[src/rtl/adc_pkg.sv]
// Shared definitions for the LTC2315 scan sequencer: FSM encoding and ADC interface timing constants.
package adc_pkg;

    typedef enum logic [2:0] {
        IDLE,
        SEL,
        SETTLE,
        CONV,
        EMIT
    } scan_state_t;

    localparam int ADC_FRAME_CYC = 18;
    localparam int DUMMY_EDGES   = 1;
    localparam int SAMPLE_W_DEF  = 12;

endpackage

[src/rtl/adc_scan_ctrl_if.sv]
// ADC handshake and result stream shared by the scan sequencer (master) and its neighbours (slave).
interface adc_scan_ctrl_if import adc_pkg::*; #(
    parameter int CH_W     = 3,
    parameter int SAMPLE_W = SAMPLE_W_DEF
) ();

    logic                adc_start;
    logic                adc_en;
    logic [15:0]         adc_data;
    logic                res_valid;
    logic [CH_W-1:0]     res_ch;
    logic [SAMPLE_W-1:0] res_data;
    logic                frame_done;

    modport master (
        output adc_start, res_valid, res_ch, res_data, frame_done,
        input  adc_en, adc_data
    );

    modport slave (
        input  adc_start, res_valid, res_ch, res_data, frame_done,
        output adc_en, adc_data
    );

endinterface

[src/rtl/adc_scan_ctrl_prio_next_ch.sv]
// Finds the lowest set mask bit strictly above cur; cur = -1 yields the lowest set bit overall.
module prio_next_ch #(
    parameter int NUM_CH = 8,
    parameter int CH_W   = 3
) (
    input  logic [NUM_CH-1:0] mask,
    input  logic signed [CH_W:0] cur,
    output logic [CH_W-1:0]   next_ch,
    output logic              found
);

    always_comb begin
        next_ch = '0;
        found   = 1'b0;
        // Scan downwards so the last hit is the lowest qualifying index
        for (int i = NUM_CH - 1; i >= 0; i--) begin
            if (mask[i] && (i > int'(cur))) begin
                next_ch = CH_W'(i);
                found   = 1'b1;
            end
        end
    end

endmodule

[src/rtl/adc_scan_ctrl.sv]
// Scans enabled mux channels, averages 2^AVG_LOG2 LTC2315 conversions each and streams one result per channel.
module adc_scan_ctrl import adc_pkg::*; #(
    parameter int NUM_CH     = 8,
    parameter int CH_W       = 3,
    parameter int SAMPLE_W   = SAMPLE_W_DEF,
    parameter int AVG_LOG2   = 2,
    parameter int SETTLE_CYC = 16
) (
    input  logic              clk_100,
    input  logic              reset,
    input  logic              scan_en,
    input  logic [NUM_CH-1:0] ch_mask,
    output logic [CH_W-1:0]   mux_sel,
    output logic              busy,
    adc_scan_ctrl_if.master   bus
);

    localparam int N_AVG = 1 << AVG_LOG2;
    localparam int ACC_W = SAMPLE_W + AVG_LOG2;
    localparam int CNT_W = AVG_LOG2 + 1;
    localparam int SET_W = $clog2(SETTLE_CYC) + 1;

    scan_state_t         state;
    logic [NUM_CH-1:0]   mask_q;
    logic [CH_W-1:0]     ch;
    logic [SET_W-1:0]    settle_cnt;
    logic [ACC_W-1:0]    acc;
    logic [CNT_W-1:0]    cnt;
    logic                en_q;
    logic [1:0]          dummy_left;

    logic [SAMPLE_W-1:0] sample;
    logic [ACC_W-1:0]    acc_sum;
    logic                en_rise;
    logic [CH_W-1:0]     first_ch;
    logic                first_found;
    logic [CH_W-1:0]     next_ch;
    logic                next_found;
    logic signed [CH_W:0] cur_idx;
    logic                unused_adc_bits;

    assign sample          = bus.adc_data[SAMPLE_W-1:0];
    assign unused_adc_bits = ^bus.adc_data[15:SAMPLE_W];
    assign acc_sum         = acc + ACC_W'(sample);
    assign en_rise         = bus.adc_en & ~en_q;
    assign cur_idx         = {1'b0, ch};

    prio_next_ch #(.NUM_CH(NUM_CH), .CH_W(CH_W)) u_first (
        .mask    (ch_mask),
        .cur     ('1),
        .next_ch (first_ch),
        .found   (first_found)
    );

    prio_next_ch #(.NUM_CH(NUM_CH), .CH_W(CH_W)) u_next (
        .mask    (mask_q),
        .cur     (cur_idx),
        .next_ch (next_ch),
        .found   (next_found)
    );

    always_ff @(posedge clk_100) begin
        if (reset) begin
            state          <= IDLE;
            mask_q         <= '0;
            ch             <= '0;
            settle_cnt     <= '0;
            acc            <= '0;
            cnt            <= '0;
            en_q           <= 1'b0;
            dummy_left     <= '0;
            mux_sel        <= '0;
            busy           <= 1'b0;
            bus.adc_start  <= 1'b0;
            bus.res_valid  <= 1'b0;
            bus.res_ch     <= '0;
            bus.res_data   <= '0;
            bus.frame_done <= 1'b0;
        end else begin
            en_q           <= bus.adc_en;
            bus.res_valid  <= 1'b0;
            bus.frame_done <= 1'b0;
            case (state)
                IDLE: begin
                    if (scan_en && first_found) begin
                        mask_q <= ch_mask;
                        ch     <= first_ch;
                        busy   <= 1'b1;
                        state  <= SEL;
                    end
                end
                SEL: begin
                    mux_sel    <= ch;
                    settle_cnt <= SET_W'(SETTLE_CYC - 1);
                    state      <= SETTLE;
                end
                SETTLE: begin
                    if (settle_cnt == '0) begin
                        bus.adc_start <= 1'b1;
                        dummy_left    <= 2'(DUMMY_EDGES);
                        state         <= CONV;
                    end else begin
                        settle_cnt <= settle_cnt - 1'b1;
                    end
                end
                CONV: begin
                    // The interface raises en once at its count 0 before real data; skip that edge
                    if (en_rise) begin
                        if (dummy_left != '0) begin
                            dummy_left <= dummy_left - 1'b1;
                        end else begin
                            acc <= acc_sum;
                            cnt <= cnt + 1'b1;
                            if (cnt == CNT_W'(N_AVG - 1)) begin
                                bus.adc_start  <= 1'b0;
                                bus.res_valid  <= 1'b1;
                                bus.res_ch     <= ch;
                                bus.res_data   <= SAMPLE_W'(acc_sum >> AVG_LOG2);
                                bus.frame_done <= ~next_found;
                                state          <= EMIT;
                            end
                        end
                    end
                end
                EMIT: begin
                    acc <= '0;
                    cnt <= '0;
                    if (next_found) begin
                        ch    <= next_ch;
                        state <= SEL;
                    end else if (scan_en && first_found) begin
                        mask_q <= ch_mask;
                        ch     <= first_ch;
                        state  <= SEL;
                    end else begin
                        busy  <= 1'b0;
                        state <= IDLE;
                    end
                end
                default: state <= IDLE;
            endcase
        end
    end

endmodule

[src/flat_wrapper.sv]
// flat-port wrapper written by rule: the top's interface ports become plain ports
module adc_scan_ctrl_flat import adc_pkg::*;
#(
    parameter int NUM_CH     = 8,
    parameter int CH_W       = 3,
    parameter int SAMPLE_W   = SAMPLE_W_DEF,
    parameter int AVG_LOG2   = 2,
    parameter int SETTLE_CYC = 16
)
  (clk_100, reset, scan_en, ch_mask, mux_sel, busy, bus_adc_start, bus_res_valid, bus_res_ch, bus_res_data, bus_frame_done, bus_adc_en, bus_adc_data);
  adc_scan_ctrl_if #(.CH_W(CH_W), .SAMPLE_W(SAMPLE_W)) bus_i ();
  input  logic clk_100;
  input  logic reset;
  input  logic scan_en;
  input  logic [NUM_CH-1:0] ch_mask;
  output logic [CH_W-1:0] mux_sel;
  output logic busy;
  output wire logic [$bits(bus_i.adc_start)-1:0] bus_adc_start;
  output wire logic [$bits(bus_i.res_valid)-1:0] bus_res_valid;
  output wire logic [$bits(bus_i.res_ch)-1:0] bus_res_ch;
  output wire logic [$bits(bus_i.res_data)-1:0] bus_res_data;
  output wire logic [$bits(bus_i.frame_done)-1:0] bus_frame_done;
  input wire logic [$bits(bus_i.adc_en)-1:0] bus_adc_en;
  input wire logic [$bits(bus_i.adc_data)-1:0] bus_adc_data;
  assign bus_adc_start = bus_i.adc_start;
  assign bus_res_valid = bus_i.res_valid;
  assign bus_res_ch = bus_i.res_ch;
  assign bus_res_data = bus_i.res_data;
  assign bus_frame_done = bus_i.frame_done;
  assign bus_i.adc_en = bus_adc_en;
  assign bus_i.adc_data = bus_adc_data;
  adc_scan_ctrl #(.NUM_CH(NUM_CH), .CH_W(CH_W), .SAMPLE_W(SAMPLE_W), .AVG_LOG2(AVG_LOG2), .SETTLE_CYC(SETTLE_CYC)) u_core (.clk_100(clk_100), .reset(reset), .scan_en(scan_en), .ch_mask(ch_mask), .mux_sel(mux_sel), .busy(busy), .bus(bus_i));
endmodule
[config.mk]
export PLATFORM = sky130hd
export DESIGN_NAME = adc_scan_ctrl_flat
export DESIGN_NICKNAME = d
export VERILOG_FILES = /design/src/rtl/adc_pkg.sv /design/src/rtl/adc_scan_ctrl_if.sv /design/src/rtl/adc_scan_ctrl_prio_next_ch.sv /design/src/rtl/adc_scan_ctrl.sv /design/src/flat_wrapper.sv
export SDC_FILE = /design/constraint.sdc
export NUM_CORES = 1
export LEC_CHECK = 0
export CAP_MARGIN = 10
export CORE_UTILIZATION = 45
export DETAILED_ROUTE_END_ITERATION = 10
export PLACE_DENSITY = 0.69
export SYNTH_ARGS = -nofsm -noshare
export SYNTH_HDL_FRONTEND = slang
export SYNTH_SLANG_ARGS = --single-unit
[constraint.sdc]
create_clock -name clk_100 -period 4.5 [get_ports clk_100]
set_clock_uncertainty 0.1 [all_clocks]
set_input_delay 0.9 -clock clk_100 [delete_from_list [all_inputs] [get_ports clk_100]]
set_output_delay 0.9 -clock clk_100 [all_outputs]
set_load 0.005 [all_outputs]
==> flow_results.xml, run 1 <==
<?xml version="1.0" encoding="UTF-8"?>
<metrics>
  <group name="logic_synthesis">
    <metric name="post-synth-top-area-cell" unit="">sky130_fd_sc_hd__dfxtp_1</metric>
    <metric name="synthesis.area" unit="sq um">3238</metric>
    <metric name="yosysSeqAreaShare" unit="%">37.09</metric>
    <metric name="postSynth.asyncResetShare" unit="%">0</metric>
    <metric name="synthXorXnorAreaFrac" unit="%">3.516</metric>
    <metric name="postSynthNetCount" unit="">450</metric>
    <metric name="synthDistinctLibCells" unit="">57</metric>
    <metric name="synthTopCellsByArea" unit="">sky130_fd_sc_hd__dfxtp_1, sky130_fd_sc_hd__a21oi_1, sky130_fd_sc_hd__nand2_1, sky130_fd_sc_hd__ha_1, sky130_fd_sc_hd__nor2_1</metric>
    <metric name="synth_edf_count" unit="">0</metric>
    <metric name="synthDominantCellAreaShare" unit="%">37.09</metric>
    <metric name="ys_seq_elements" unit="">60</metric>
    <metric name="synth_compound_area_share" unit="%">21.02</metric>
    <metric name="post_syn_instances" unit="">404</metric>
    <metric name="synthAdderAreaFrac" unit="%">7.187</metric>
    <metric name="muxShareOfSynthArea" unit="%">4.057</metric>
    <metric name="synth_top_family_by_area" unit="">simple AND/OR/NAND/NOR gates</metric>
    <metric name="synthFlopType" unit="">sky130_fd_sc_hd__dfxtp_1</metric>
    <metric name="yosys_warnings" unit="">0</metric>
    <metric name="post_synth_most_frequent_cells" unit="">sky130_fd_sc_hd__nand2_1, sky130_fd_sc_hd__dfxtp_1, sky130_fd_sc_hd__a21oi_1</metric>
    <metric name="synth_most_common_cell" unit="">sky130_fd_sc_hd__nand2_1</metric>
    <metric name="syn_area_per_cell" unit="sq um">8.015</metric>
    <metric name="area_fraction_in_and_or_nand_and_nor_cells_after_synthesis" unit="%">22.84</metric>
  </group>
  <group name="critical_path">
    <metric name="arrival" unit="ns">3.38</metric>
    <metric name="worst_setup_path_start_kind" unit="">input port</metric>
    <metric name="cp_slowest_stage_delay" unit="ns">0.46</metric>
    <metric name="worst-setup-path-type" unit="">input port to flip-flop</metric>
    <metric name="cp.required" unit="ns">4.68</metric>
    <metric name="critPathBufInv" unit="">2</metric>
    <metric name="critPathTopFamily" unit="">simple AND/OR/NAND/NOR gates</metric>
    <metric name="crit_fanout" unit="">3</metric>
    <metric name="worstPathCellList" unit="">clkdlybuf4s50_1, ha_1, inv_1, fa_1, nor2b_1, o31ai_1, a32oi_1, a31oi_1, or4_1, nand3_1</metric>
    <metric name="timing.critical_path.slowest_stage_cell" unit="">sky130_fd_sc_hd__clkdlybuf4s50_1</metric>
    <metric name="timing.critical_path.to_type" unit="">flip-flop</metric>
  </group>
  <group name="run_status">
    <metric name="outcome" unit="">completed</metric>
  </group>
  <group name="power">
    <metric name="max_ir_drop_vdd" unit="mV">0.1797</metric>
    <metric name="power.static_leakage" unit="nW">1.467</metric>
    <metric name="p_per_area" unit="nW/um^2">335.6</metric>
  </group>
  <group name="route">
    <metric name="vias" unit="">2917</metric>
    <metric name="post_drt_wl_per_cell" unit="microns">13.56</metric>
    <metric name="drtAntennaViolNets" unit="">0</metric>
    <metric name="drt_first_iter_violations" unit="">110</metric>
    <metric name="drcViolationCount" unit="">0</metric>
    <metric name="route.final.wire_length" unit="mm">7.390</metric>
    <metric name="routed_via_density" unit="">5.352</metric>
    <metric name="wl_met3" unit="microns">327</metric>
    <metric name="detail_route.first_pass.iterations" unit="">4</metric>
    <metric name="met2_length" unit="mm">3.428</metric>
    <metric name="route.top_layer_used" unit="">met4</metric>
    <metric name="met1_length" unit="mm">3.517</metric>
  </group>
  <group name="clock_network">
    <metric name="clk_latency" unit="ns">0.34</metric>
    <metric name="post_cts.repair.setup_buffers" unit="">0</metric>
    <metric name="cts-resized-gates" unit="">0</metric>
    <metric name="buffer_levels_on_the_longest_clock_path" unit="">2</metric>
    <metric name="cts_inserted_buffers" unit="">9</metric>
    <metric name="cts_tree" unit="">built</metric>
    <metric name="clock_tree.htree_level_count" unit="">3</metric>
    <metric name="cts.clk_slew.worst_paths" unit="ns">0.06</metric>
    <metric name="clk_root_buffer_cell" unit="">sky130_fd_sc_hd__clkbuf_8</metric>
    <metric name="cts_hold_buffers" unit="">0</metric>
    <metric name="numClockSinks" unit="">60</metric>
  </group>
  <group name="grt">
    <metric name="grt_start_max_net_pins" unit="">49</metric>
    <metric name="gr-total-overflow" unit="">0</metric>
    <metric name="initial_antenna_violation_count" unit="">0</metric>
    <metric name="grt_pass1_wl" unit="mm">12.25</metric>
    <metric name="gr-usage-all-layers" unit="%">21.20</metric>
    <metric name="grt_pass1_vias" unit="">2719</metric>
  </group>
  <group name="floorplan">
    <metric name="io-pin-count" unit="">50</metric>
    <metric name="design.core.area" unit="sq um">6869</metric>
    <metric name="die_height" unit="microns">86.83</metric>
    <metric name="die_width" unit="microns">86.83</metric>
    <metric name="start_util" unit="%">47.14</metric>
    <metric name="floorplan.rows" unit="">30</metric>
    <metric name="design.die.area" unit="sq um">7539</metric>
  </group>
  <group name="timing">
    <metric name="max_freq" unit="GHz">0.3130</metric>
    <metric name="timing_hold_violations_final" unit="">0</metric>
    <metric name="rsz0062_at_grt" unit="">no</metric>
    <metric name="period_share" unit="%">70.99</metric>
    <metric name="setup_viol_count_final" unit="">0</metric>
    <metric name="post-route-min-period" unit="ns">3.194</metric>
    <metric name="total_negative_slack_for_setup_checks" unit="ns">0</metric>
    <metric name="final_max_slew_viol_count" unit="">0</metric>
    <metric name="timing.slew.headroom" unit="%">43.80</metric>
    <metric name="tightest_slew" unit="ns">0.8429</metric>
  </group>
  <group name="placement">
    <metric name="post-dp-hpwl" unit="mm">5.189</metric>
    <metric name="place.gp.congestion" unit="">0.8485</metric>
    <metric name="post-place-cells" unit="">530</metric>
    <metric name="place.port_buffers" unit="">45</metric>
  </group>
  <group name="min_path">
    <metric name="hold_path_class" unit="">flip-flop to flip-flop</metric>
  </group>
  <group name="job">
    <metric name="cap_violations" unit="">0</metric>
  </group>
  <group name="cells_and_area">
    <metric name="layout_cell_share_with_drive_strength_beyond_1" unit="%">5.122</metric>
    <metric name="synthToLayoutAreaGrowth" unit="%">21.79</metric>
    <metric name="fin_cells" unit="">545</metric>
    <metric name="finalNetCount" unit="">491</metric>
    <metric name="antenna-diode-count" unit="">0</metric>
  </group>
</metrics>
-- sequential cells by signal (all words and copies together) (netlist names), 3 cells and up --
| name | cells |
|---|---|
| u_core.acc | 14 |
| u_core.state | 3 |
| u_core.cnt | 3 |
| u_core.mux_sel | 3 |
| u_core.bus.res_data | 12 |
| u_core.mask_q | 7 |
| u_core.bus.res_ch | 3 |
| u_core.ch | 3 |
| u_core.settle_cnt | 5 |
-- metal layers --
layer  GRT usage [%]  vias up
met1           26.15     1348
met5               0        -
li1                -     1498
met2           35.22       58
met3           5.048       13
met4           9.091        0
-- cell usage in the layout (no fill, tap or decap), types with 2 or more instances in the layout --
master / instances
sky130_fd_sc_hd__nor3b_1: 2
sky130_fd_sc_hd__o21a_1: 2
sky130_fd_sc_hd__clkdlybuf4s50_1: 45
sky130_fd_sc_hd__o41ai_1: 2
sky130_fd_sc_hd__nor4_1: 2
sky130_fd_sc_hd__a21oi_1: 50
sky130_fd_sc_hd__buf_4: 3
sky130_fd_sc_hd__nand2b_1: 4
sky130_fd_sc_hd__o21ai_1: 2
sky130_fd_sc_hd__and2_1: 2
sky130_fd_sc_hd__xor2_1: 6
sky130_fd_sc_hd__inv_1: 18
sky130_fd_sc_hd__nand4_1: 2
sky130_fd_sc_hd__nor2_1: 36
sky130_fd_sc_hd__ha_1: 17
sky130_fd_sc_hd__nor3_1: 7
sky130_fd_sc_hd__mux2i_1: 12
sky130_fd_sc_hd__a21o_1: 5
sky130_fd_sc_hd__a22oi_1: 2
sky130_fd_sc_hd__nand2_1: 63
sky130_fd_sc_hd__o211a_1: 2
sky130_fd_sc_hd__o21ai_0: 14
sky130_fd_sc_hd__nand3_1: 11
sky130_fd_sc_hd__a31oi_1: 4
sky130_fd_sc_hd__nor2b_1: 9
sky130_fd_sc_hd__dfxtp_1: 60
sky130_fd_sc_hd__a211oi_1: 8
sky130_fd_sc_hd__or4_1: 3
sky130_fd_sc_hd__and3_1: 2
sky130_fd_sc_hd__clkbuf_8: 10
sky130_fd_sc_hd__or2_2: 2
sky130_fd_sc_hd__o31ai_1: 5
sky130_fd_sc_hd__xnor2_1: 7
sky130_fd_sc_hd__clkbuf_1: 3
-- power breakdown --
part           switching (mW)  internal, mW
registers              0.0416         0.562
clock network           0.203         0.268
logic                   0.131         0.118
-- logic make-up (layout without fill, tap and decap cells) --
family	after synthesis	after routing
DFF	60	60
muxes	13	13
AOI/OAI and AO/OA	109	109
buffers and inverters	36	81
xor gates and xnor gates	13	13
and+or+nand+nor	155	155
adders and majority gates	18	18
-- per-stage QoR --
step,hold WS [ns],utilization (%),area (sq um),setup WS (ns),total power [mW]
2_1_floorplan,0.3356,-,3238,1.693,0.7869
5_1_grt,0.3686,57.41,3944,1.100,1.392
3_5_place_dp,0.3456,54.74,3760,0.9430,0.8637
4_1_cts,0.3543,57.41,3944,1.298,1.332
3_3_place_gp,0.3422,54.74,3760,0.9946,0.8560
6_report,0.3516,57.41,3944,1.306,1.324
-- area by class of cell --
type / instances / area (sq um)
Timing Repair Buffer: 48 / 473.0
Tap cell: 96 / 120.1
Fill cell: 646 / 2925
Clock buffer: 13 / 148.9
Clock inverter: 2 / 35.03
Inverter: 18 / 67.56
Sequential cell: 60 / 1201
Multi-Input combinational cell: 308 / 1898
-- worst register-to-register path: stages, from the launching register on --
cell,delay [ns]
sky130_fd_sc_hd__dfxtp_1,0.33
sky130_fd_sc_hd__ha_1,0.19
sky130_fd_sc_hd__inv_1,0.07
sky130_fd_sc_hd__fa_1,0.41
sky130_fd_sc_hd__nor2b_1,0.18
sky130_fd_sc_hd__o31ai_1,0.12
sky130_fd_sc_hd__a32oi_1,0.36
sky130_fd_sc_hd__a31oi_1,0.19
sky130_fd_sc_hd__or4_1,0.42
sky130_fd_sc_hd__nand3_1,0.07
-- worst paths after layout --
path / end / cells past startpoint / slack (ns) / start
max reg2reg: u_core.bus.res_data[8]$_SDFFE_PP0P_ / 9 / 2.00 / u_core.acc[0]$_SDFFE_PP0P_
max: u_core.bus.res_data[8]$_SDFFE_PP0P_ / 10 / 1.31 / bus_adc_data[0]
min reg2reg: u_core.bus.res_ch[0]$_SDFFE_PP0P_ / 2 / 0.35 / u_core.bus.res_ch[0]$_SDFFE_PP0P_
min: u_core.bus.res_ch[0]$_SDFFE_PP0P_ / 2 / 0.35 / u_core.bus.res_ch[0]$_SDFFE_PP0P_
Power figures use the tool's default switching activity.
==> inputs of run 2 (changes only) <==
--- a/config.mk
+++ b/config.mk
@@ -8,7 +8,7 @@
 export CAP_MARGIN = 10
 export CORE_UTILIZATION = 45
 export DETAILED_ROUTE_END_ITERATION = 10
-export PLACE_DENSITY = 0.69
+export PLACE_DENSITY = 0.71
 export SYNTH_ARGS = -nofsm -noshare
 export SYNTH_HDL_FRONTEND = slang
 export SYNTH_SLANG_ARGS = --single-unit
==> constraint.sdc (replaced) <==
create_clock -name clk_100 -period 2.7 [get_ports clk_100]
set_clock_uncertainty 0.1 [all_clocks]
set_input_delay 0.54 -clock clk_100 [delete_from_list [all_inputs] [get_ports clk_100]]
set_output_delay 0.54 -clock clk_100 [all_outputs]
set_load 0.005 [all_outputs]
==> run 2 against run 1 <==
Compared with the run above:
- via count increased by 3.7%
- core utilization increased by 3.1 points
- sequential cell count unchanged
- register-to-register slack got worse by 1.6 ns
- cell count increased by 4.6%
- critical path depth increased by 1
- sequential share of layout area decreased by 1.5 points
- worst setup slack got worse by 1.2 ns
- die area unchanged
- power increased by 64%
- critical path type unchanged
- largest cell class unchanged
==> flow_results.xml, run 2 (synthesis gave the netlist of run 1 again) <==
<?xml version="1.0" encoding="UTF-8"?>
<metrics>
  <group name="route">
    <metric name="detail_route.first_pass.iterations" unit="">5</metric>
    <metric name="routed_via_density" unit="">5.305</metric>
    <metric name="drt_first_iter_violations" unit="">187</metric>
    <metric name="post_drt_wl_per_cell" unit="microns">13.15</metric>
    <metric name="vias" unit="">3024</metric>
    <metric name="drcViolationCount" unit="">0</metric>
    <metric name="drtAntennaViolNets" unit="">0</metric>
    <metric name="route.final.wire_length" unit="mm">7.494</metric>
  </group>
  <group name="placement">
    <metric name="post-dp-hpwl" unit="mm">5.533</metric>
    <metric name="post-place-cells" unit="">553</metric>
    <metric name="place.port_buffers" unit="">45</metric>
    <metric name="place.gp.congestion" unit="">0.8924</metric>
  </group>
  <group name="grt">
    <metric name="grt_pass1_wl" unit="mm">12.90</metric>
    <metric name="use_met1" unit="%">26.40</metric>
    <metric name="grt_use_met2" unit="%">37.80</metric>
    <metric name="gr-usage-all-layers" unit="%">21.59</metric>
    <metric name="globalRoute.busiestLayer" unit="">met2</metric>
    <metric name="gr-total-overflow" unit="">0</metric>
    <metric name="grt_start_max_net_pins" unit="">22</metric>
    <metric name="globalRouteMet3Util" unit="%">5.048</metric>
    <metric name="initial_antenna_violation_count" unit="">0</metric>
    <metric name="grt_pass1_vias" unit="">2847</metric>
  </group>
  <group name="cells_and_area">
    <metric name="multiInputGateArea" unit="sq um">1928</metric>
    <metric name="fin_cells" unit="">570</metric>
    <metric name="final_cell_mix" unit="">sky130_fd_sc_hd__nand2_1, sky130_fd_sc_hd__dfxtp_1, sky130_fd_sc_hd__a21oi_1</metric>
    <metric name="layout_cell_share_with_drive_strength_beyond_1" unit="%">12.24</metric>
    <metric name="finalNetCount" unit="">516</metric>
    <metric name="largest_registers" unit="">u_core.acc (14), u_core.bus.res_data (12), u_core.mask_q (7)</metric>
    <metric name="largest_register" unit="">u_core.acc</metric>
    <metric name="largest_register_ff_count" unit="">14</metric>
    <metric name="footprint_of_the_flip_flops_and_latches" unit="sq um">1201</metric>
    <metric name="fillerInstances" unit="">633</metric>
    <metric name="synthToLayoutAreaGrowth" unit="%">28.28</metric>
    <metric name="antenna-diode-count" unit="">0</metric>
    <metric name="mostFrequentLayoutCell" unit="">sky130_fd_sc_hd__nand2_1</metric>
  </group>
  <group name="floorplan">
    <metric name="die_width" unit="microns">86.83</metric>
    <metric name="io-pin-count" unit="">50</metric>
    <metric name="floorplan.rows" unit="">30</metric>
    <metric name="die_height" unit="microns">86.83</metric>
    <metric name="start_util" unit="%">47.14</metric>
    <metric name="design.core.area" unit="sq um">6869</metric>
    <metric name="design.die.area" unit="sq um">7539</metric>
  </group>
  <group name="clock_network">
    <metric name="clk_root_buffer_cell" unit="">sky130_fd_sc_hd__clkbuf_8</metric>
    <metric name="cts_tree" unit="">built</metric>
    <metric name="numClockSinks" unit="">60</metric>
    <metric name="cts.clk_slew.worst_paths" unit="ns">0.07</metric>
    <metric name="buffer_levels_on_the_longest_clock_path" unit="">2</metric>
    <metric name="clk_latency" unit="ns">0.33</metric>
    <metric name="clock_tree.htree_level_count" unit="">3</metric>
    <metric name="cts_inserted_buffers" unit="">9</metric>
  </group>
  <group name="timing">
    <metric name="period_share" unit="%">97.09</metric>
    <metric name="post-route-min-period" unit="ns">2.621</metric>
    <metric name="final_max_slew_viol_count" unit="">0</metric>
    <metric name="timing_hold_violations_final" unit="">0</metric>
    <metric name="worst_hold_slack" unit="ns">0.3537</metric>
    <metric name="max_freq" unit="GHz">0.3815</metric>
    <metric name="setup_viol_count_final" unit="">0</metric>
    <metric name="tightest_slew" unit="ns">0.6370</metric>
    <metric name="timing.slew.headroom" unit="%">57.38</metric>
  </group>
  <group name="critical_path">
    <metric name="timing.critical_path.to_type" unit="">flip-flop</metric>
    <metric name="worst-setup-path-type" unit="">input port to flip-flop</metric>
    <metric name="regToRegSetupSlack" unit="ns">0.39</metric>
    <metric name="worst_setup_path_start_kind" unit="">input port</metric>
    <metric name="cp.required" unit="ns">2.87</metric>
    <metric name="crit_fanout" unit="">3</metric>
    <metric name="arrival" unit="ns">2.79</metric>
  </group>
  <group name="run_status">
    <metric name="outcome" unit="">completed</metric>
  </group>
  <group name="job">
    <metric name="cap_violations" unit="">0</metric>
  </group>
  <group name="power">
    <metric name="max_ir_drop_vdd" unit="mV">0.3176</metric>
    <metric name="p_per_area" unit="nW/um^2">521.2</metric>
    <metric name="power.static_leakage" unit="nW">1.576</metric>
  </group>
  <group name="min_path">
    <metric name="hold_path_class" unit="">flip-flop to flip-flop</metric>
  </group>
</metrics>
## run 2: per-layer routing
metal  routed length (microns)  share of wire, %  vias to the layer above
li1                          -                 -                     1541
met1                      3479                46                     1426
met2                      3716                50                       53
met3                       246               3.3                        4
met4                        53              0.71                        0
met5                         0                 0                        -
## run 2: layout make-up
class	count	area share (%)
inverter	18	1.627
clock buffer	11	3.645
sequential	60	28.92
timing repair buffer	73	15.90
tap	96	2.892
clock inverter	4	0.6024
multi-input combinational	308	46.42
## run 2: where the power goes
part	total (mW)	switching [mW]	leakage, nW	internal, mW
sequential	1.00	0.0659	0.487	0.936
clock	0.721	0.346	0.0872	0.374
combinational	0.442	0.228	1.00	0.214
total	2.16	0.640	1.58	1.52
## run 2: worst paths after layout
check	from	endpoint	cells past startpoint
max	bus_adc_data[0]	u_core.acc[12]$_SDFFE_PP0P_	11
min	u_core.bus.res_ch[0]$_SDFFE_PP0P_	u_core.bus.res_ch[0]$_SDFFE_PP0P_	2
max reg2reg	u_core.acc[0]$_SDFFE_PP0P_	u_core.acc[12]$_SDFFE_PP0P_	10
min reg2reg	u_core.bus.res_ch[0]$_SDFFE_PP0P_	u_core.bus.res_ch[0]$_SDFFE_PP0P_	2
## run 2: critical path, stage by stage
cell                              delay (ns)
sky130_fd_sc_hd__clkdlybuf4s50_1        0.46
sky130_fd_sc_hd__ha_2                   0.17
sky130_fd_sc_hd__inv_1                  0.05
sky130_fd_sc_hd__fa_2                   0.35
sky130_fd_sc_hd__nor2b_2                0.17
sky130_fd_sc_hd__o31ai_2                0.10
sky130_fd_sc_hd__a32oi_2                0.28
sky130_fd_sc_hd__buf_4                  0.16
sky130_fd_sc_hd__a31oi_1                0.13
sky130_fd_sc_hd__a21oi_1                0.18
sky130_fd_sc_hd__mux2i_1                0.19
## run 2: metrics by stage
step                      total power, mW  instance area, sq um  TNS (ns)  setup slack [ns]  util [%]
final                               2.165                  4154         0           0.07854     60.47
after global routing                2.287                  4154  -0.06182          -0.03306     60.47
after CTS                           2.184                  4109         0           0.01886     59.82
after detailed placement            1.456                  3933    -1.726           -0.3353     57.25
after global placement              1.444                  3933    -1.373           -0.2984     57.25
after floorplan                     1.312                  3238         0            0.2534         -
## run 2: repair_timing
| item | CTS | global route |
|---|---|---|
| hold buffers | 0 | 0 |
| setup buffers | 0 | 2 |
| setup endpoints to repair | 0 | 5 |
| resized for setup | 0 | 7 |
==> inputs of run 3 (changes only) <==
--- a/config.mk
+++ b/config.mk
@@ -5,9 +5,12 @@
 export SDC_FILE = /design/constraint.sdc
 export NUM_CORES = 1
 export LEC_CHECK = 0
+export ABC_AREA = 1
 export CAP_MARGIN = 10
 export CORE_UTILIZATION = 45
+export CTS_CLUSTER_SIZE = 16
 export DETAILED_ROUTE_END_ITERATION = 10
+export HOLD_SLACK_MARGIN = 0.03
 export PLACE_DENSITY = 0.71
 export SYNTH_ARGS = -nofsm -noshare
 export SYNTH_HDL_FRONTEND = slang
==> run 3 against run 2 <==
Compared with the run above:
- sequential cell count stayed put
- core utilization shrank 2.7 points
- sequential power up 23%
- critical path depth unchanged
- first-iteration DRC count is 52% lower
- count of clock-buffer cells in the layout rose by 2
- non-clock buffer count down 19
- wire length rose by 1.2%
- cell count rose by 15%
- sequential share of layout area decreased by 0.28 points
- worst setup slack improved by 0.24 ns
- die area up 4.5%
- largest cell class unchanged
- largest power group is now combinational cells
==> flow_results.xml, run 3 <==
<?xml version="1.0" encoding="UTF-8"?>
<metrics>
  <group name="run_status">
    <metric name="outcome" unit="">completed</metric>
  </group>
  <group name="grt">
    <metric name="initial_antenna_violation_count" unit="">0</metric>
    <metric name="grt_pass1_wl" unit="mm">13.41</metric>
    <metric name="gr-total-overflow" unit="">0</metric>
    <metric name="grt_start_max_net_pins" unit="">31</metric>
    <metric name="gr-usage-all-layers" unit="%">22.06</metric>
    <metric name="grt_pass1_vias" unit="">3168</metric>
  </group>
  <group name="min_path">
    <metric name="hold_path_class" unit="">flip-flop to flip-flop</metric>
    <metric name="hold_path.startpoint" unit="">u_core.mask_q[3]$_SDFFE_PP0P_</metric>
    <metric name="whs_path_depth" unit="">2</metric>
    <metric name="worst_hold_path_ep" unit="">u_core.mask_q[3]$_SDFFE_PP0P_</metric>
  </group>
  <group name="route">
    <metric name="drcViolationCount" unit="">0</metric>
    <metric name="drtAntennaViolNets" unit="">0</metric>
    <metric name="vias" unit="">3264</metric>
    <metric name="detail_route.first_pass.iterations" unit="">5</metric>
    <metric name="post_drt_wl_per_cell" unit="microns">11.58</metric>
    <metric name="routed_via_density" unit="">4.983</metric>
    <metric name="route.final.wire_length" unit="mm">7.584</metric>
    <metric name="drt_first_iter_violations" unit="">89</metric>
  </group>
  <group name="clock_network">
    <metric name="numClockSinks" unit="">60</metric>
    <metric name="cts_hold_buffers" unit="">0</metric>
    <metric name="clk_root_buffer_cell" unit="">sky130_fd_sc_hd__clkbuf_8</metric>
    <metric name="buffer_levels_on_the_longest_clock_path" unit="">2</metric>
    <metric name="cts.clk_slew.worst_paths" unit="ns">0.07</metric>
    <metric name="clock_tree.htree_level_count" unit="">3</metric>
    <metric name="clk_latency" unit="ns">0.34</metric>
    <metric name="cts_tree" unit="">built</metric>
    <metric name="cts-resized-gates" unit="">0</metric>
    <metric name="cts_inserted_buffers" unit="">9</metric>
    <metric name="post_cts.repair.setup_buffers" unit="">0</metric>
  </group>
  <group name="logic_synthesis">
    <metric name="yosys_warnings" unit="">0</metric>
    <metric name="synthDominantCellAreaShare" unit="%">35.46</metric>
    <metric name="post_syn_instances" unit="">499</metric>
    <metric name="post_synth_most_frequent_cells" unit="">sky130_fd_sc_hd__nand2_1, sky130_fd_sc_hd__dfxtp_1, sky130_fd_sc_hd__inv_1</metric>
    <metric name="postSynthNetCount" unit="">545</metric>
    <metric name="ys_seq_elements" unit="">60</metric>
    <metric name="post-synth-top-area-cell" unit="">sky130_fd_sc_hd__dfxtp_1</metric>
    <metric name="synth_most_common_cell" unit="">sky130_fd_sc_hd__nand2_1</metric>
    <metric name="synthesis.area" unit="sq um">3387</metric>
    <metric name="yosysSeqAreaShare" unit="%">35.46</metric>
    <metric name="synthDistinctLibCells" unit="">36</metric>
    <metric name="synth_edf_count" unit="">0</metric>
    <metric name="postSynth.asyncResetShare" unit="%">0</metric>
    <metric name="synthFlopType" unit="">sky130_fd_sc_hd__dfxtp_1</metric>
    <metric name="syn_area_per_cell" unit="sq um">6.788</metric>
    <metric name="synthTopCellsByArea" unit="">sky130_fd_sc_hd__dfxtp_1, sky130_fd_sc_hd__nand2_1, sky130_fd_sc_hd__a21oi_1, sky130_fd_sc_hd__inv_1, sky130_fd_sc_hd__ha_1</metric>
  </group>
  <group name="floorplan">
    <metric name="die_height" unit="microns">88.76</metric>
    <metric name="design.die.area" unit="sq um">7877</metric>
    <metric name="die_width" unit="microns">88.76</metric>
    <metric name="io-pin-count" unit="">50</metric>
    <metric name="start_util" unit="%">46.70</metric>
    <metric name="design.core.area" unit="sq um">7253</metric>
    <metric name="floorplan.rows" unit="">31</metric>
  </group>
  <group name="cells_and_area">
    <metric name="fillerInstances" unit="">729</metric>
    <metric name="antenna-diode-count" unit="">0</metric>
    <metric name="mostFrequentLayoutCell" unit="">sky130_fd_sc_hd__nand2_1</metric>
    <metric name="largest_registers" unit="">u_core.acc (14), u_core.bus.res_data (12), u_core.mask_q (7)</metric>
    <metric name="synthToLayoutAreaGrowth" unit="%">23.83</metric>
    <metric name="finalNetCount" unit="">597</metric>
    <metric name="layout_cell_share_with_drive_strength_beyond_1" unit="%">10.43</metric>
    <metric name="final_cell_mix" unit="">sky130_fd_sc_hd__nand2_1, sky130_fd_sc_hd__dfxtp_1, sky130_fd_sc_hd__inv_1</metric>
    <metric name="largest_register" unit="">u_core.acc</metric>
    <metric name="largest_register_ff_count" unit="">14</metric>
  </group>
  <group name="critical_path">
    <metric name="crit-reg2reg-capture" unit="">u_core.acc[8]$_SDFFE_PP0P_</metric>
    <metric name="regToRegSetupSlack" unit="ns">0.65</metric>
    <metric name="cp.required" unit="ns">2.87</metric>
    <metric name="worst-setup-path-type" unit="">input port to flip-flop</metric>
    <metric name="crit_fanout" unit="">4</metric>
    <metric name="worst_setup_path_start_kind" unit="">input port</metric>
    <metric name="rr_worst_depth" unit="">10</metric>
    <metric name="timing.critical_path.to_type" unit="">flip-flop</metric>
    <metric name="r2r_start" unit="">u_core.acc[0]$_SDFFE_PP0P_</metric>
    <metric name="arrival" unit="ns">2.55</metric>
    <metric name="critPathLaunch" unit="">bus_adc_data[0]</metric>
  </group>
  <group name="job">
    <metric name="cap_violations" unit="">0</metric>
  </group>
  <group name="timing">
    <metric name="post-route-min-period" unit="ns">2.381</metric>
    <metric name="timing.slew.headroom" unit="%">65.23</metric>
    <metric name="timing_hold_violations_final" unit="">0</metric>
    <metric name="final.setup.worst_slack" unit="ns">0.3186</metric>
    <metric name="total_negative_slack_for_setup_checks" unit="ns">0</metric>
    <metric name="period_share" unit="%">88.20</metric>
    <metric name="tightest_slew" unit="ns">0.5187</metric>
    <metric name="max_freq" unit="GHz">0.4199</metric>
    <metric name="final_max_slew_viol_count" unit="">0</metric>
    <metric name="setup_viol_count_final" unit="">0</metric>
    <metric name="rsz0062_at_grt" unit="">no</metric>
  </group>
  <group name="power">
    <metric name="p_per_area" unit="nW/um^2">839.5</metric>
    <metric name="max_ir_drop_vdd" unit="mV">0.5483</metric>
    <metric name="power.static_leakage" unit="nW">1.896</metric>
    <metric name="design_power" unit="mW">3.521</metric>
  </group>
  <group name="placement">
    <metric name="place.gp.congestion" unit="">0.8646</metric>
    <metric name="placement.setup.worst_slack" unit="ns">-0.02247</metric>
    <metric name="place.port_buffers" unit="">45</metric>
    <metric name="post-dp-hpwl" unit="mm">5.615</metric>
  </group>
</metrics>
==> run 3: cell count changes in the layout (fill, tap and decap cells not counted), sizes merged, moves of 9 or more <==
cell,change
nand2,+72
inv,+48
nor2,+24
nand3,+23
buf,-19
o21ai,+18
mux2i,-12
nor2b,-9
==> run 3: per-layer routing <==
| layer | share of wire [%] | track usage [%] | wire (microns) |
|---|---|---|---|
| met2 | 50 | 40.28 | 3783 |
| met4 | 2.4 | 10.12 | 184 |
| met3 | 2.7 | 3.825 | 205 |
| met5 | 0 | 0 | 0 |
| met1 | 45 | 24.93 | 3410 |
==> run 3: critical path: stages <==
cell	delay, ns
sky130_fd_sc_hd__clkdlybuf4s50_1	0.46
sky130_fd_sc_hd__ha_1	0.16
sky130_fd_sc_hd__inv_1	0.05
sky130_fd_sc_hd__fa_1	0.39
sky130_fd_sc_hd__o21ai_0	0.18
sky130_fd_sc_hd__buf_4	0.15
sky130_fd_sc_hd__nand2_1	0.06
sky130_fd_sc_hd__nand2_1	0.11
sky130_fd_sc_hd__xor2_1	0.24
sky130_fd_sc_hd__nand2_1	0.08
sky130_fd_sc_hd__a21oi_1	0.11
==> run 3: how the worst max path moves through the flow <==
stage                                          endpoint  slack, ns  depth (start not counted)
finish                       u_core.acc[8]$_SDFFE_PP0P_       0.32                         11
global route        u_core.bus.res_data[8]$_SDFFE_PP0P_       0.14                         15
CTS                          u_core.acc[8]$_SDFFE_PP0P_       0.33                         11
detailed placement  u_core.bus.res_data[8]$_SDFFE_PP0P_      -0.02                         15
global placement    u_core.bus.res_data[8]$_SDFFE_PP0P_     -0.009                         15
floorplan           u_core.bus.res_data[8]$_SDFFE_PP0P_       0.50                         13
==> run 3: final cells by class <==
cell class	count	area [sq um]	share of cell area (%)
flip-flops and latches	60	1201	28.64
repair buffers	54	530.5	12.65
clock buffers	13	178.9	4.266
inverters	67	252.7	6.026
multi-input cells	359	1864	44.45
clock inverters	3	42.54	1.014
well taps	99	123.9	2.953
==> run 3: cells by family after synthesis <==
family	count (synthesis)	share of synthesized area (%)
AND/OR/NAND/NOR	240	31.62
AO/OA/AOI/OAI	94	14.74
buffers and inverters	80	9.494
flip-flops	60	35.46
adder cells (fa/ha/maj)	18	6.871
XOR/XNOR	7	1.810
==> run 3: per-stage QoR <==
step	util [%]	hold WS [ns]	area (sq um)	instances
global placement	54.77	0.3523	3973	639
global route	57.82	0.3855	4194	655
finish	57.82	0.3651	4194	655
detailed placement	54.77	0.3568	3973	639
CTS	57.82	0.3688	4194	655
floorplan	-	0.3307	3387	499
==> run 3: report_power, final <==
| group | total (mW) | switching (mW) | internal [mW] |
|---|---|---|---|
| Sequential | 1.23 | 0.137 | 1.09 |
| Clock | 0.883 | 0.358 | 0.526 |
| Combinational | 1.41 | 0.834 | 0.577 |
| Total | 3.52 | 1.33 | 2.19 |
